File: src/rtl/audio_onset_detector_if.sv
// Read side of the audio codec input FIFO: sample-available flag, stereo
// sample pair and the one-cycle pop strobe.
interface audio_onset_detector_if #(
   parameter int SAMPLE_W = 32
);
   logic                audio_in_available;
   logic [SAMPLE_W-1:0] left_channel_audio_in;
   logic [SAMPLE_W-1:0] right_channel_audio_in;
   logic                read_audio_in;

   // FIFO side: presents samples, receives the pop strobe
   modport master (
      output audio_in_available,
      output left_channel_audio_in,
      output right_channel_audio_in,
      input  read_audio_in
   );

   // Consumer side: the onset detector
   modport slave (
      input  audio_in_available,
      input  left_channel_audio_in,
      input  right_channel_audio_in,
      output read_audio_in
   );
endinterface

File: src/rtl/audio_onset_detector.sv
// Audio onset detector: stereo sample -> mono magnitude -> attack/release
// envelope -> hysteresis threshold with a per-sample holdoff, producing
// single-cycle onset pulses plus envelope, peak and onset-count readouts.
module audio_onset_detector #(
   parameter int                  SAMPLE_W      = 32,
   parameter int                  ATTACK_SHIFT  = 2,
   parameter int                  RELEASE_SHIFT = 8,
   parameter logic [SAMPLE_W-1:0] THRESH_ON     = SAMPLE_W'(20000000),
   parameter logic [SAMPLE_W-1:0] THRESH_OFF    = SAMPLE_W'(10000000),
   parameter logic [15:0]         HOLDOFF       = 16'd4800
) (
   input  logic                   CLOCK_50,
   input  logic                   reset,
   input  logic                   enable,
   input  logic                   clear_peak,
   audio_onset_detector_if.slave  fifo,
   output logic                   onset,
   output logic                   active,
   output logic [SAMPLE_W-1:0]    envelope,
   output logic [SAMPLE_W-1:0]    peak_level,
   output logic [15:0]            onset_count
);

   localparam logic [1:0] IDLE   = 2'd0;
   localparam logic [1:0] MIX    = 2'd1;
   localparam logic [1:0] ENV    = 2'd2;
   localparam logic [1:0] DETECT = 2'd3;

   localparam logic [SAMPLE_W-1:0] NEG_FULL = {1'b1, {(SAMPLE_W-1){1'b0}}};
   localparam logic [SAMPLE_W-1:0] POS_FULL = {1'b0, {(SAMPLE_W-1){1'b1}}};

   logic [1:0]          state_q, state_d;
   logic [SAMPLE_W-1:0] l_q, l_d, r_q, r_d;
   logic [SAMPLE_W-1:0] mag_q, mag_d;
   logic [SAMPLE_W-1:0] peak_q, peak_d;
   logic [SAMPLE_W-1:0] env_q, env_d;
   logic                onset_q, onset_d;
   logic                active_q, active_d;
   logic [15:0]         holdoff_q, holdoff_d;
   logic [15:0]         count_q, count_d;

   logic                       rd;
   logic signed [SAMPLE_W-1:0] mix;
   logic [SAMPLE_W-1:0]        mag_c;
   logic [SAMPLE_W:0]          ext_mag, ext_env;

   // Pop strobe is combinational so the sample is latched in the same cycle
   always_comb begin
      rd = (state_q == IDLE) && enable && fifo.audio_in_available && !reset;
   end

   assign fifo.read_audio_in = rd;

   // Mono mix and saturating magnitude of the latched stereo pair
   always_comb begin
      mix = ($signed(l_q) >>> 1) + ($signed(r_q) >>> 1);
      if (mix == $signed(NEG_FULL)) begin
         mag_c = POS_FULL;
      end else if (mix[SAMPLE_W-1]) begin
         mag_c = SAMPLE_W'(-mix);
      end else begin
         mag_c = SAMPLE_W'(mix);
      end
   end

   // Next-state logic for sequencing, envelope and onset decision
   always_comb begin
      state_d   = state_q;
      l_d       = l_q;
      r_d       = r_q;
      mag_d     = mag_q;
      peak_d    = peak_q;
      env_d     = env_q;
      onset_d   = 1'b0;
      active_d  = active_q;
      holdoff_d = holdoff_q;
      count_d   = count_q;
      ext_mag   = {1'b0, mag_q};
      ext_env   = {1'b0, env_q};

      case (state_q)
         IDLE: begin
            if (rd) begin
               l_d     = fifo.left_channel_audio_in;
               r_d     = fifo.right_channel_audio_in;
               state_d = MIX;
            end
         end
         MIX: begin
            mag_d = mag_c;
            if (mag_c > peak_q) begin
               peak_d = mag_c;
            end
            state_d = ENV;
         end
         ENV: begin
            if (ext_mag > ext_env) begin
               env_d = SAMPLE_W'(ext_env + ((ext_mag - ext_env) >> ATTACK_SHIFT));
            end else begin
               env_d = SAMPLE_W'(ext_env - ((ext_env - ext_mag) >> RELEASE_SHIFT));
            end
            state_d = DETECT;
         end
         default: begin
            if (!active_q && (env_q >= THRESH_ON) && (holdoff_q == '0)) begin
               onset_d   = 1'b1;
               active_d  = 1'b1;
               holdoff_d = HOLDOFF;
               if (count_q != '1) begin
                  count_d = count_q + 16'd1;
               end
            end else if (holdoff_q != '0) begin
               holdoff_d = holdoff_q - 16'd1;
            end
            if (active_q && (env_q < THRESH_OFF)) begin
               active_d = 1'b0;
            end
            state_d = IDLE;
         end
      endcase

      // Clearing the peak takes priority over a same-cycle update
      if (clear_peak) begin
         peak_d = '0;
      end
   end

   // State registers, all cleared asynchronously
   always_ff @(posedge CLOCK_50 or posedge reset) begin
      if (reset) begin
         state_q   <= IDLE;
         l_q       <= '0;
         r_q       <= '0;
         mag_q     <= '0;
         peak_q    <= '0;
         env_q     <= '0;
         onset_q   <= 1'b0;
         active_q  <= 1'b0;
         holdoff_q <= '0;
         count_q   <= '0;
      end else begin
         state_q   <= state_d;
         l_q       <= l_d;
         r_q       <= r_d;
         mag_q     <= mag_d;
         peak_q    <= peak_d;
         env_q     <= env_d;
         onset_q   <= onset_d;
         active_q  <= active_d;
         holdoff_q <= holdoff_d;
         count_q   <= count_d;
      end
   end

   assign onset       = onset_q;
   assign active      = active_q;
   assign envelope    = env_q;
   assign peak_level  = peak_q;
   assign onset_count = count_q;

endmodule

File: src/flat_wrapper.sv
// flat-port wrapper written by rule: the top's interface ports become plain ports
module audio_onset_detector_flat 
#(
   parameter int                  SAMPLE_W      = 32,
   parameter int                  ATTACK_SHIFT  = 2,
   parameter int                  RELEASE_SHIFT = 8,
   parameter logic [SAMPLE_W-1:0] THRESH_ON     = SAMPLE_W'(20000000),
   parameter logic [SAMPLE_W-1:0] THRESH_OFF    = SAMPLE_W'(10000000),
   parameter logic [15:0]         HOLDOFF       = 16'd4800
)
  (CLOCK_50, reset, enable, clear_peak, onset, active, envelope, peak_level, onset_count, fifo_audio_in_available, fifo_left_channel_audio_in, fifo_right_channel_audio_in, fifo_read_audio_in);
  audio_onset_detector_if #(.SAMPLE_W(SAMPLE_W)) fifo_i ();
  input  logic CLOCK_50;
  input  logic reset;
  input  logic enable;
  input  logic clear_peak;
  output logic onset;
  output logic active;
  output logic [SAMPLE_W-1:0] envelope;
  output logic [SAMPLE_W-1:0] peak_level;
  output logic [15:0] onset_count;
  input wire logic [$bits(fifo_i.audio_in_available)-1:0] fifo_audio_in_available;
  input wire logic [$bits(fifo_i.left_channel_audio_in)-1:0] fifo_left_channel_audio_in;
  input wire logic [$bits(fifo_i.right_channel_audio_in)-1:0] fifo_right_channel_audio_in;
  output wire logic [$bits(fifo_i.read_audio_in)-1:0] fifo_read_audio_in;
  assign fifo_i.audio_in_available = fifo_audio_in_available;
  assign fifo_i.left_channel_audio_in = fifo_left_channel_audio_in;
  assign fifo_i.right_channel_audio_in = fifo_right_channel_audio_in;
  assign fifo_read_audio_in = fifo_i.read_audio_in;
  audio_onset_detector #(.SAMPLE_W(SAMPLE_W), .ATTACK_SHIFT(ATTACK_SHIFT), .RELEASE_SHIFT(RELEASE_SHIFT), .THRESH_ON(THRESH_ON), .THRESH_OFF(THRESH_OFF), .HOLDOFF(HOLDOFF)) u_core (.CLOCK_50(CLOCK_50), .reset(reset), .enable(enable), .clear_peak(clear_peak), .fifo(fifo_i), .onset(onset), .active(active), .envelope(envelope), .peak_level(peak_level), .onset_count(onset_count));
endmodule
File: config.mk
export PLATFORM = sky130hd
export DESIGN_NAME = audio_onset_detector_flat
export DESIGN_NICKNAME = d
export VERILOG_FILES = /design/src/rtl/audio_onset_detector_if.sv /design/src/rtl/audio_onset_detector.sv /design/src/flat_wrapper.sv
export SDC_FILE = /design/constraint.sdc
export NUM_CORES = 1
export LEC_CHECK = 0
export CELL_PAD_IN_SITES_DETAIL_PLACEMENT = 1
export CELL_PAD_IN_SITES_GLOBAL_PLACEMENT = 1
export CORE_UTILIZATION = 45
export DETAILED_ROUTE_END_ITERATION = 7
export GPL_TIMING_DRIVEN = 0
export MAX_ROUTING_LAYER = met4
export PLACE_DENSITY_LB_ADDON = 0.15
export SYNTH_ARGS = -nofsm -noshare
export SYNTH_HDL_FRONTEND = slang
export SYNTH_SLANG_ARGS = --single-unit
File: constraint.sdc
create_clock -name CLOCK_50 -period 9 [get_ports CLOCK_50]
set_input_delay 0.9 -clock CLOCK_50 [delete_from_list [all_inputs] [get_ports CLOCK_50]]
set_output_delay 0.9 -clock CLOCK_50 [all_outputs]
set_load 0.02 [all_outputs]
==> impl_metrics.toml <==
[run_status]
outcome = "completed"

[logic_synthesis]
synth-seq-area-share_pct = 26.9
synth_area_leader_cell = "dfrtp_1"
synth_cell_type_count = 98
syn_nets = 2538
synth_flop_cell = "dfrtp_1"
syn_avg_cell_area_um2 = 7.84
netlist_area_mm2 = 0.0180
synth.top_cell.area_share_pct = 26.9
yosysWarnings = 0
ys_seq_elements = 194
netlist_instances = 2301
ys_top_cells_by_area = "dfrtp_1 (27%), ha_1 (12%), nand2_1 (7.1%), a21oi_1 (5.0%), xnor2_1 (4.8%)"
synth_edf_count = 0
synthArstFlopShare_pct = 100

[clock_tree]
postCtsHoldBufs = 0
cts_tree = "done"
cts_htree_levels = 4
insertion_delay_ns = 0.51
cts_buffers = 17
cts.sinks = 194
cts-root-buf = "clkbuf_16"
clkTransAtPathRegs_ns = 0.08
clockBufferDepth = 2

[sta]
rsz0062_at_grt = "false"
slew_violations = 0
clock_skew_ns = 0.0144
setup_viol = 0
period_share_pct = 91.4
finalHoldViolCount = 0
tightestPinTransition_ns = 1.13
slew_headroom_pct = 23.3
hold_slack_ns = 0.490
fin_crit_ns = 8.23
fmaxAchievable_mhz = 122
setup_slack_ns = 0.770

[min_path]
hold_path_depth = 2
min_from = "u_core.r_q[24]"
hold_path_class = "reg -> reg"
whs_endpoint = "u_core.r_q[24]"

[die]
die_w_um = 202
start_util_pct = 46.1
die_area_mm2 = 0.0409
rows = 72
coreArea_mm2 = 0.0391
die_height_um = 202
num_io_pins = 152

[detailed_routing]
viasPerCell = 5.98
wl_per_cell_um = 21.6
dr.first_iter.drc_count = 985
drc = 0
final_antenna_net_count = 0
via_count = 17963
drt_wl_total_um = 64700
first_pass_iters = 5

[finish]
area_growth_pct = 15.7
final_cell_area_mm2 = 0.0209
instances_no_fill = 3003
fin_nets = 2708
drive_above_1_share_pct = 4.27

[worst_setup_path]
crit_arrival_ns = 8.60
critPathLaunchType = "flop"
reg2reg_slack_ns = 0.77
crit_fanout = 8
r2r_cells = 23
r2r-end = "u_core.envelope[31]"
crit_required_ns = 9.37
r2r-start = "u_core.envelope[3]"
critPathKind = "reg -> reg"
worstSetupEndpointType = "flop"

[placed_design]
dpl_cell_area_mm2 = 0.0202
detailedPlace.worstSlack_ns = 0.711
place_inst = 2970
gp_congestion = 0.973
port_buffers = 149
hpwl_um = 52900

[global_route]
grt_max_degree = 125
antenna_found_initial = 1
grt_pass1_vias = 18753
grt_usage_pct = 33.1
grt_pass1_wl_um = 103000
grt_overflow = 0

[flow_run]
max_cap_viol_count = 0
==> final cells by class <==
class                           count  area [µm²]
Antenna cell                        1        2.50
Buffer                            100         398
Clock buffer                       17         425
Clock inverter                     15         211
Fill cell                        4870       18200
Inverter                          166         631
Multi-Input combinational cell   1841       12200
Sequential cell                   194        4850
Tap cell                          518         648
Timing Repair Buffer              151        1530
==> worst max-delay path: stages (launching register included) <==
cell and delay (ns):
dfrtp_1 0.50, inv_1 0.18, ha_1 0.44, and2_1 0.22, o21a_1 0.23, nor3_1 0.43, or3_1 0.27, nand2_1 0.23
o311ai_1 1.02, o2111ai_1 0.54, or3_1 0.54, and3_1 0.21, a31oi_1 0.30, ha_1 0.19, and4_1 0.28, nand3_1 0.15
or2_2 0.32, o22ai_1 0.27, o21ai_0 0.22, o311ai_0 0.67, a41o_1 0.37, nor3_1 0.08, a311oi_1 0.28, nand4_1 0.12
==> synthesized netlist by cell type (36+ instances only) <==
| library cell | instances |
|---|---|
| a21o_1 | 66 |
| a21oi_1 | 180 |
| clkbuf_1 | 88 |
| dfrtp_1 | 194 |
| ha_1 | 166 |
| inv_1 | 165 |
| nand2_1 | 343 |
| nand3_1 | 53 |
| nand4_1 | 46 |
| nor2_1 | 171 |
| nor3_1 | 44 |
| o21ai_0 | 118 |
| xnor2_1 | 98 |
| xor2_1 | 36 |
==> cell usage in the layout, fill, tap and decap left out, drive strengths merged, types with 18 or more instances in the layout <==
cell type	instances
o31ai	26
or3	31
ha	166
o21a	35
nor2	172
inv	171
dfrtp	194
nand4	46
a211oi	39
and3	27
nand2	344
a21oi	181
o21ai	125
nor3	46
clkdlybuf4s50	149
a31oi	23
o211ai	18
clkbuf	105
a21o	66
xnor2	98
and2	19
nand3	55
xor2	36
nor4	23
==> state kept, by name, summed over array words and instances (netlist names) <==
name / cells
u_core.active: 1
u_core.envelope: 32
u_core.holdoff_q: 16
u_core.l_q: 31
u_core.mag_q: 32
u_core.onset: 1
u_core.onset_count: 16
u_core.peak_level: 32
u_core.r_q: 31
u_core.state_q: 2
==> what timing repair did <==
action / CTS / global route
setup endpoints to repair: 0 / 1
endpoints found under the hold margin: 0 / 0
resized for setup: 0 / 1
setup buffers: 0 / 0
==> routing by layer <==
metal	share of wire, %	global-route usage [%]	up-vias
met5	0	-	-
met2	50	57.0	358
li1	-	-	8597
met3	3.2	3.95	107
met1	43	39.3	8901
met4	3.5	13.2	0
==> how the worst max path moves through the flow <==
stage / cells after the start / slack, ns / end / from
2_1_floorplan: 4 / 1.68 / fifo_read_audio_in / reset
3_3_place_gp: 6 / -2.22 / fifo_read_audio_in / reset
3_5_place_dp: 26 / 0.71 / u_core.envelope[31] / u_core.envelope[7]
4_1_cts: 26 / 0.66 / u_core.envelope[31] / u_core.envelope[7]
5_1_grt: 26 / 0.22 / u_core.envelope[31] / u_core.envelope[7]
6_report: 23 / 0.77 / u_core.envelope[31] / u_core.envelope[3]
==> logic make-up after synthesis <==
family                     synth area share, %
and+or+nand+nor                           22.9
AOI/OAI and AO/OA                         25.0
buffers and inverters                     5.66
DFF                                       26.9
adders and majority gates                 11.7
xor gates and xnor gates                  6.51
muxes                                     1.19
==> through the flow <==
step,setup TNS (ns),util [%]
after global routing,0,53.3
after floorplan,0,-
after global placement,-90.75,51.6
final,0,53.3
after CTS,0,53.3
after detailed placement,0,51.7
Power is not shown: default switching activity piles up to over one toggle a cycle in this logic, so the estimate is an artifact.
